`src/rtl/approx_pkg.sv`:
```
// Shared types and defaults for the approximate-adder error monitor.
package approx_pkg;

  typedef enum logic [1:0] {StIdle, StRun, StDone} state_e;

  localparam int unsigned DefN    = 16;
  localparam int unsigned DefCntW = 32;
  localparam int unsigned DefAccW = 48;

  // Error distance of an N-bit adder spans the full N+1-bit result range.
  function automatic int unsigned ed_width(input int unsigned n);
    return n + 1;
  endfunction

endpackage

```
`src/rtl/abs_diff.sv`:
```
// Combinational unsigned absolute difference |a - b|.
module abs_diff #(
  parameter int unsigned W = 17
) (
  input  logic [W-1:0] a_i,
  input  logic [W-1:0] b_i,
  output logic [W-1:0] diff_o
);

  assign diff_o = (a_i >= b_i) ? (a_i - b_i) : (b_i - a_i);

endmodule

```
`src/rtl/approx_error_monitor.sv`:
```
// Collects error count, sum and max of error distance for an approximate adder over a run.
module approx_error_monitor
  import approx_pkg::*;
#(
  parameter int unsigned N     = DefN,
  parameter int unsigned CNT_W = DefCntW,
  parameter int unsigned ACC_W = DefAccW
) (
  input  logic             clk,
  input  logic             rst,
  input  logic             start,
  input  logic [CNT_W-1:0] num_samples,
  input  logic             in_valid,
  output logic             in_ready,
  input  logic [N-1:0]     x,
  input  logic [N-1:0]     y,
  input  logic [N-1:0]     s_apx,
  input  logic             co_apx,
  output logic             busy,
  output logic             res_valid,
  output logic [CNT_W-1:0] sample_cnt,
  output logic [CNT_W-1:0] err_cnt,
  output logic [ACC_W-1:0] sum_ed,
  output logic [N:0]       max_ed
);

  localparam int unsigned EdW = ed_width(N);

  state_e           state_q, state_d;
  logic [CNT_W-1:0] target_q, target_d;
  logic [CNT_W-1:0] accepted_q, accepted_d;
  logic [CNT_W-1:0] sample_cnt_q, sample_cnt_d;
  logic [CNT_W-1:0] err_cnt_q, err_cnt_d;
  logic [ACC_W-1:0] sum_ed_q, sum_ed_d;
  logic [EdW-1:0]   max_ed_q, max_ed_d;
  logic [EdW-1:0]   exact_q, exact_d;
  logic [EdW-1:0]   apx_q, apx_d;
  logic             s1_valid_q, s1_valid_d;

  logic [EdW-1:0]   ed;
  logic [ACC_W:0]   sum_ext;
  logic             xfer;
  logic             start_ok;

  abs_diff #(
    .W (EdW)
  ) u_abs_diff (
    .a_i    (exact_q),
    .b_i    (apx_q),
    .diff_o (ed)
  );

  assign in_ready  = (state_q == StRun) && (accepted_q < target_q);
  assign xfer      = in_valid && in_ready;
  assign start_ok  = start && (state_q != StRun);
  // One spare bit catches the carry that signals saturation.
  assign sum_ext   = {1'b0, sum_ed_q} + {{(ACC_W - N){1'b0}}, ed};

  always_comb begin
    state_d      = state_q;
    target_d     = target_q;
    accepted_d   = accepted_q;
    sample_cnt_d = sample_cnt_q;
    err_cnt_d    = err_cnt_q;
    sum_ed_d     = sum_ed_q;
    max_ed_d     = max_ed_q;
    exact_d      = exact_q;
    apx_d        = apx_q;
    s1_valid_d   = xfer;

    if (xfer) begin
      exact_d    = {1'b0, x} + {1'b0, y};
      apx_d      = {co_apx, s_apx};
      accepted_d = accepted_q + CNT_W'(1);
    end

    if (s1_valid_q) begin
      sample_cnt_d = sample_cnt_q + CNT_W'(1);
      err_cnt_d    = err_cnt_q + {{(CNT_W - 1){1'b0}}, (ed != '0)};
      sum_ed_d     = sum_ext[ACC_W] ? {ACC_W{1'b1}} : sum_ext[ACC_W-1:0];
      if (ed > max_ed_q) max_ed_d = ed;
    end

    // The last sample leaves stage 1 on the same edge that enters DONE.
    unique case (state_q)
      StIdle, StDone: if (start) state_d = StRun;
      StRun:          if (accepted_q == target_q) state_d = StDone;
      default:        state_d = StIdle;
    endcase

    if (start_ok) begin
      target_d     = num_samples;
      accepted_d   = '0;
      sample_cnt_d = '0;
      err_cnt_d    = '0;
      sum_ed_d     = '0;
      max_ed_d     = '0;
      s1_valid_d   = 1'b0;
    end
  end

  always_ff @(posedge clk) begin
    if (rst) begin
      state_q      <= StIdle;
      target_q     <= '0;
      accepted_q   <= '0;
      sample_cnt_q <= '0;
      err_cnt_q    <= '0;
      sum_ed_q     <= '0;
      max_ed_q     <= '0;
      exact_q      <= '0;
      apx_q        <= '0;
      s1_valid_q   <= 1'b0;
    end else begin
      state_q      <= state_d;
      target_q     <= target_d;
      accepted_q   <= accepted_d;
      sample_cnt_q <= sample_cnt_d;
      err_cnt_q    <= err_cnt_d;
      sum_ed_q     <= sum_ed_d;
      max_ed_q     <= max_ed_d;
      exact_q      <= exact_d;
      apx_q        <= apx_d;
      s1_valid_q   <= s1_valid_d;
    end
  end

  assign busy       = (state_q == StRun);
  assign res_valid  = (state_q == StDone);
  assign sample_cnt = sample_cnt_q;
  assign err_cnt    = err_cnt_q;
  assign sum_ed     = sum_ed_q;
  assign max_ed     = max_ed_q;

endmodule

```
`config.mk`:
```
export PLATFORM = sky130hd
export DESIGN_NAME = approx_error_monitor
export DESIGN_NICKNAME = d
export VERILOG_FILES = /design/src/rtl/approx_pkg.sv /design/src/rtl/abs_diff.sv /design/src/rtl/approx_error_monitor.sv
export SDC_FILE = /design/constraint.sdc
export NUM_CORES = 1
export LEC_CHECK = 0
export BUFFER_PORTS_ARGS = -buffer_cell sky130_fd_sc_hd__buf_4
export CORE_MARGIN = 2
export CORE_UTILIZATION = 50
export DETAILED_ROUTE_END_ITERATION = 12
export HOLD_SLACK_MARGIN = 0.08
export PLACE_DENSITY = 0.8
export SETUP_SLACK_MARGIN = 0.1
export SLEW_MARGIN = 20
export SYNTH_ARGS = -nofsm -noshare
export SYNTH_HDL_FRONTEND = slang
export SYNTH_SLANG_ARGS = --single-unit
```
`constraint.sdc`:
```
create_clock -name clk -period 4.6 [get_ports clk]
set_input_delay 0.23 -clock clk [delete_from_list [all_inputs] [get_ports clk]]
set_output_delay 0.23 -clock clk [all_outputs]
set_load 0.02 [all_outputs]
```
==> results of run 1 <==
-- worst max-delay path, cell delays in order (launching register included) --
cell and delay, ps:
dfxtp_2 330, inv_2 80, ha_4 200, nor2b_4 120
o31a_1 270, o41ai_4 400, a211oi_2 150, buf_4 160
nand2b_4 180, mux2i_2 170, xor2_1 190, or4_4 560
nor3_4 180, nand4_1 100, or4_4 550, ha_4 200
nand4_1 140, nor2_2 70, and3_4 180, nor2b_4 130
and3_4 210, nor2b_4 130, xnor2_1 150, nor2_1 50
-- worst paths after layout --
path	endpoint	slack [ps]	cells past startpoint
worst min-delay path	exact_q[0]	140	4
worst max-delay path	err_cnt[29]	-420	23
worst max register to register	err_cnt[29]	-420	23
worst min register to register	target_q[16]	450	2
-- logic make-up (layout without fill, tap and decap cells) --
logic type	after synthesis	in the layout	synth area share, %
AOI/OAI and AO/OA	347	347	16.3
xor gates and xnor gates	128	128	8.29
adders and majority gates	123	123	11.5
and+or+nand+nor	635	637	22.0
muxes	36	36	2.68
DFF	230	230	33.8
buffers and inverters	188	661	5.45
-- what timing repair did --
| item | in CTS | in global routing |
|---|---|---|
| hold buffers | 50 | 0 |
| setup endpoints to repair | 94 | 95 |
| resized for setup | 131 | 101 |
| gates cloned | 3 | 0 |
| pin swaps | 57 | 107 |
| endpoints found under the hold margin | 51 | 0 |
| setup buffers | 40 | 25 |
-- cell type report --
type | instances | area [um^2] | share of cell area [%]
multi-input combinational | 1271 | 9400 | 47.5
sequential | 230 | 4610 | 23.3
timing repair buffer | 487 | 3970 | 20.1
clock buffer | 41 | 807 | 4.08
inverter | 129 | 484 | 2.45
tap | 341 | 427 | 2.16
clock inverter | 4 | 81.3 | 0.411
-- synth_stat cells (all sizes together) (3+ instances only) --
library cell / number
dfxtp: 230
nor2: 194
nand2: 188
a21oi: 148
inv: 129
ha: 117
xnor2: 71
o21ai: 62
xor2: 57
clkbuf: 48
nand3: 47
nor3: 44
a21o: 39
and3: 35
nand4: 35
mux2i: 32
or3: 23
nor4: 19
a31oi: 15
nor2b: 14
a211oi: 11
buf: 11
o21a: 11
nand2b: 10
and2: 8
o22ai: 8
a221oi: 5
a311oi: 5
o21bai: 5
o31a: 5
and4: 4
fa: 4
mux2: 4
nor3b: 4
o41ai: 4
or4: 4
a21boi: 3
a41oi: 3
o211ai: 3
or2: 3
-- layer usage --
layer	share of wire, %	wire length (um)
met5	0	0
met4	3.6	1520
met3	6.0	2490
met2	48	20200
met1	42	17600
-- registers in the layout, indices dropped and copies added (netlist names) --
register and flops:
err_cnt 32, s1_valid_q 1, sum_ed 48, max_ed 17, sample_cnt 32, accepted_q 32, exact_q 17, state_q 2
apx_q 17, target_q 32
-- where the power goes --
| group | total [mW] | switching (mW) | internal [mW] |
|---|---|---|---|
| Combinational | 3.11 | 1.56 | 1.55 |
| Sequential | 2.08 | 0.0363 | 2.04 |
| Clock | 2.15 | 0.847 | 1.31 |
-- per-stage QoR --
stage	total power, mW	hold slack [ps]
final	7.34	136
after global routing	7.66	134
after CTS	6.98	106
after detailed placement	4.53	447
after global placement	4.46	445
after floorplan	3.58	358
==> qor.csv, run 1 <==
stage,metric,value,unit
placed_design,GPL Wtd Cong,0.919,
clock_network,CTS root buffer,clkbuf_16,
sta,Tcrit/Tclk final,109,%
routing,DRC violation total after the first TritonRoute iteration,961,
sta,Clock Skews,14.2,ps
sta,Final min period,5020,ps
global_route,Overflow after GRT,0,
worst_setup_path,Worst setup SP type,register,
worst_setup_path,WP data arrival,5450,ps
logic_synthesis,Mapped Cells,1687,
sta,Worst-Margin Slew,765,ps
clock_network,Bufs on Longest Clock Path,3,
cells_and_area,"commonest non-fill, non-tap cell in the layout",buf_4,
placed_design,Post-DP Area,0.0169,mm^2
power_and_ir_drop,Pleak,8.44,nW
global_route,largest net degree at the start of global routing,78,
logic_synthesis,"Distinct cells, synth",77,
routing,Vias,14087,
floorplan,Die Footprint,0.0286,mm^2
global_route,vias in the first global route,13721,
routing,vias per cell,5.63,
logic_synthesis,Synth top area share,33.8,%
clock_network,clock-pin slew on the worst setup and hold paths,60,ps
sta,Setup TNS Final,-20310,ps
cells_and_area,FILL cells,1839,
logic_synthesis,ys flop type,dfxtp_1,
routing,DRT Pass-1 Iters,8,
cells_and_area,Final Instance Area,0.0198,mm^2
cells_and_area,Layout area overhead,45.3,%
floorplan,Starting Density,50.8,%
global_route,global routing usage on met2,47.8,%
cells_and_area,share of cells above drive strength 1,31.3,%
logic_synthesis,syn_nets,1893,
placed_design,dpl hpwl,27300,um
routing,Post-Route WL,41800,um
status,failing checks,setup timing,
worst_setup_path,crit path launch,exact_q[1],
cells_and_area,Antenna diodes,0,
sta,Slew headroom,48.8,%
logic_synthesis,"EDFF count, synth",0,
floorplan,Die Y,169,um
worst_setup_path,CP endpoint kind,register,
clock_network,CTS buffer count,26,
logic_synthesis,cell type with the highest aggregate area in the netlist,dfxtp_1,
worst_setup_path,FF-to-FF Start,exact_q[1],
logic_synthesis,Netlist Area Pre-Place,0.0136,mm^2
logic_synthesis,register bit total from synthesis,230,
worst_setup_path,worst endpoint required time,5030,ps
placed_design,"worst slack, placed",-476,ps
worst_hold_path,worst min-delay path category,in -> reg,
routing,DRC,0,
placed_design,Port Buf Inserts,216,
run,Max Cap Viol,0,
global_route,first-pass GRT wire length,65200,um
clock_network,htree depth,1,
logic_synthesis,Mapped Avg Cell Area,8.07,um^2
placed_design,Placed Instances,2353,
status,status,finished with violations,
worst_setup_path,Setup CP Type,reg -> reg,
cells_and_area,"Core Util, Final",73.8,%
sta,# setup viols final,94,
clock_network,Clock Latency Late Sink,540,ps
worst_hold_path,HP Start,x[0],
sta,Final Hold Viols,0,
floorplan,Rows,60,
power_and_ir_drop,VDD IR max,0.000311,V
clock_network,clock sink total,230,
global_route,initial antenna violation count,0,
power_and_ir_drop,PwrDens,371,mW/mm^2
cells_and_area,most frequent cells in the layout,"buf_4 (398), dfxtp_1 (224), nor2_1 (178), nand2_1 (175), a21oi_1 (127)",
sta,worst setup margin,-420,ps
logic_synthesis,register area share after synthesis,33.8,%
global_route,GR Util All Layers,27.0,%
floorplan,core area,0.0268,mm^2
floorplan,die width,169,um
logic_synthesis,Synth async-reset ratio,0,%
logic_synthesis,top post-synthesis cells by area,"dfxtp_1 (34%), ha_1 (11%), a21oi_1 (5.4%)",
cells_and_area,Finished Layout Cells,2503,
global_route,met3 usage,3.81,%
routing,antenna-violating nets left,0,
logic_synthesis,synth warn,0,
cells_and_area,nets,2351,
floorplan,number of I/O pins,217,
routing,WL per Instance,16.7,um
clock_network,CTS tree,yes,
global_route,met1 usage,33.4,%
worst_setup_path,crit path max fanout,6,
sta,Slew Limit Fails,0,
sta,f_max,199,MHz
sta,RSZ-0062 raised after global routing,true,
global_route,gr busiest metal,met2,
(Power assumes the default switching activity.)
==> run 2: changes to the inputs <==
--- a/config.mk
+++ b/config.mk
@@ -6,7 +6,7 @@
 export NUM_CORES = 1
 export LEC_CHECK = 0
 export BUFFER_PORTS_ARGS = -buffer_cell sky130_fd_sc_hd__buf_4
-export CORE_MARGIN = 2
+export CORE_MARGIN = 5
 export CORE_UTILIZATION = 50
 export DETAILED_ROUTE_END_ITERATION = 12
 export HOLD_SLACK_MARGIN = 0.08
==> constraint.sdc (replaced) <==
create_clock -name clk -period 4.6 [get_ports clk]
set_input_delay 0.46 -clock clk [delete_from_list [all_inputs] [get_ports clk]]
set_output_delay 0.46 -clock clk [all_outputs]
set_load 0.02 [all_outputs]
==> run 2 against run 1 <==
  * The flow still finishes with violations (setup timing)
  * Via count decreased by 2.8%
  * Cell count down 1.8%
  * Sequential power hardly changed
  * Combinational power about the same
  * Largest power group unchanged
  * Highest routed layer unchanged
==> qor.csv, run 2 (synthesis gave the netlist of run 1 again) <==
stage,metric,value,unit
clock_network,CTS root buffer,clkbuf_16,
placed_design,GPL Wtd Cong,0.951,
worst_setup_path,Worst R2R Path Depth,22,
cells_and_area,share of cells above drive strength 1,31.7,%
sta,Clock Skews,11.2,ps
cells_and_area,Final Instance Area,0.0192,mm^2
global_route,Overflow after GRT,0,
power_and_ir_drop,VDD IR max,0.000309,V
worst_setup_path,crit path max fanout,6,
cells_and_area,most frequent cells in the layout,"buf_4 (406), dfxtp_1 (222), nor2_1 (177), nand2_1 (174), a21oi_1 (136)",
sta,RSZ-0062 raised after global routing,true,
worst_setup_path,FF-to-FF Start,apx_q[1],
global_route,first-pass GRT wire length,64500,um
global_route,vias in the first global route,13512,
clock_network,CTS buffer count,26,
global_route,largest net degree at the start of global routing,72,
worst_hold_path,HP Start,num_samples[13],
worst_setup_path,WP data arrival,5280,ps
power_and_ir_drop,Pleak,8.21,nW
status,status,finished with violations,
sta,# setup viols final,77,
cells_and_area,nets,2302,
routing,WL per Instance,16.4,um
placed_design,Port Buf Inserts,216,
worst_setup_path,cell mode on critical path,nor2b_4,
clock_network,clock-pin slew on the worst setup and hold paths,60,ps
power_and_ir_drop,PwrDens,378,mW/mm^2
floorplan,core area,0.0269,mm^2
global_route,initial antenna violation count,1,
run,Max Cap Viol,0,
floorplan,Die Y,175,um
worst_setup_path,worst path cell trace,ha_4 -> nor2b_4 -> o31a_1 -> o41ai_4 -> a211oi_2 -> nand2b_4 -> buf_6 -> mux2_4 -> xor2_2 -> or4_1 -> nor3_2 -> nand4_1 -> or4_4 -> ha_4 -> nand4_1 -> nor2_2 -> and3_4 -> nor2b_4 -> and3_4 -> nor2b_4 -> xnor2_1 -> nor2_1,
worst_setup_path,worst endpoint required time,5020,ps
sta,worst setup margin,-264,ps
worst_setup_path,crit path launch,apx_q[1],
clock_network,CTS tree,yes,
routing,DRC,0,
floorplan,Rows,60,
cells_and_area,number of flip-flops in the largest register,48,
clock_network,Clock Latency Late Sink,540,ps
routing,Post-Route WL,40400,um
routing,DRT Pass-1 Iters,5,
sta,Slew Limit Fails,0,
worst_setup_path,Levels on crit path,22,
floorplan,Starting Density,50.6,%
floorplan,number of I/O pins,217,
cells_and_area,"commonest non-fill, non-tap cell in the layout",buf_4,
worst_hold_path,hold depth,3,
routing,Vias,13695,
floorplan,Die Footprint,0.0306,mm^2
sta,Slew headroom,43.6,%
cells_and_area,Layout area overhead,41.3,%
status,failing checks,setup timing,
clock_network,htree depth,1,
worst_setup_path,Slowest Stage Delay on Critical Path,490,ps
sta,Worst-Margin Slew,844,ps
worst_setup_path,Top Family by Delay on Critical Path,simple AND/OR/NAND/NOR gates,
worst_setup_path,slowest cell on the critical path,or4_4,
global_route,GR Util All Layers,24.4,%
worst_setup_path,CP endpoint kind,register,
worst_setup_path,Worst setup SP type,register,
cells_and_area,Antenna diodes,0,
worst_setup_path,Crit path buffers/inverters,1,
clock_network,Bufs on Longest Clock Path,3,
worst_setup_path,Setup CP Type,reg -> reg,
routing,antenna-violating nets left,0,
floorplan,die width,175,um
worst_hold_path,worst min-delay path category,in -> reg,
sta,Final min period,4860,ps
placed_design,dpl hpwl,28100,um
sta,Setup TNS Final,-9780,ps
clock_network,clock sink total,230,
sta,f_max,206,MHz
sta,Tcrit/Tclk final,106,%
sta,Final Hold Viols,0,
routing,DRC violation total after the first TritonRoute iteration,768,
routing,vias per cell,5.57,
placed_design,Post-DP Area,0.0170,mm^2
==> run 2: cell count changes in the layout (fill, tap and decap cells not counted), moves of 4 or more <==
cell | previous run | this run
xor2_2 | 10 | 4
a21oi_2 | 20 | 12
dlygate4sd3_1 | 50 | 0
xor2_1 | 47 | 53
nand2_2 | 7 | 11
ha_1 | 100 | 96
buf_6 | 34 | 24
ha_4 | 14 | 18
a21oi_1 | 127 | 136
clkinv_2 | 1 | 5
buf_4 | 398 | 406
==> run 2: what timing repair did <==
item	4_1_cts	5_1_grt
endpoints found under the setup margin	86	92
gates cloned	3	0
gates resized for setup	111	91
pin swaps	76	61
setup buffers	29	24
hold endpoints to repair	0	0
hold buffers	0	0
==> run 2: cell type report <==
type | count | area (um^2)
Inverter | 129 | 492
Clock buffer | 39 | 769
Multi-Input combinational cell | 1270 | 9320
Fill cell | 1968 | 7650
Clock inverter | 9 | 110
Sequential cell | 230 | 4620
Tap cell | 341 | 427
Timing Repair Buffer | 439 | 3490
==> run 2: tightest hold or removal path, stage by stage <==
cell	delay (ps)
buf_4	110
nand2_1	40
a21oi_1	50
==> run 2: stage by stage <==
stage	std cells	hold WS [ps]	power, mW	util, %	setup slack (ps)
after global routing	2457	158	7.63	71.5	-464
final	2457	166	7.27	71.5	-264
after CTS	2435	139	7.03	69.4	-173
after floorplan	1687	436	3.58	-	-169
after detailed placement	2358	447	4.60	63.1	-383
after global placement	2358	444	4.55	63.1	-245
==> run 2: final timing paths <==
kind,endpoint,slack [ps]
worst max-delay path,err_cnt[29],-260
worst min-delay path,target_q[13],170
worst min register to register,target_q[20],460
worst max register to register,err_cnt[29],-260
==> run 2: where the power goes <==
part	switching, mW	internal (mW)	total, mW	leakage (nW)
registers	0.0369	2.04	2.08	1.87
logic	1.52	1.56	3.08	5.90
clock network	0.851	1.27	2.12	0.437
==> run 2: routing by layer <==
layer / global-route usage [%] / vias up / wire length, um
met5: 0 / - / 0
met4: 8.74 / 0 / 1420
li1: - / 6639 / -
met1: 30.7 / 6421 / 17000
met3: 3.85 / 132 / 2640
met2: 42.5 / 503 / 19400
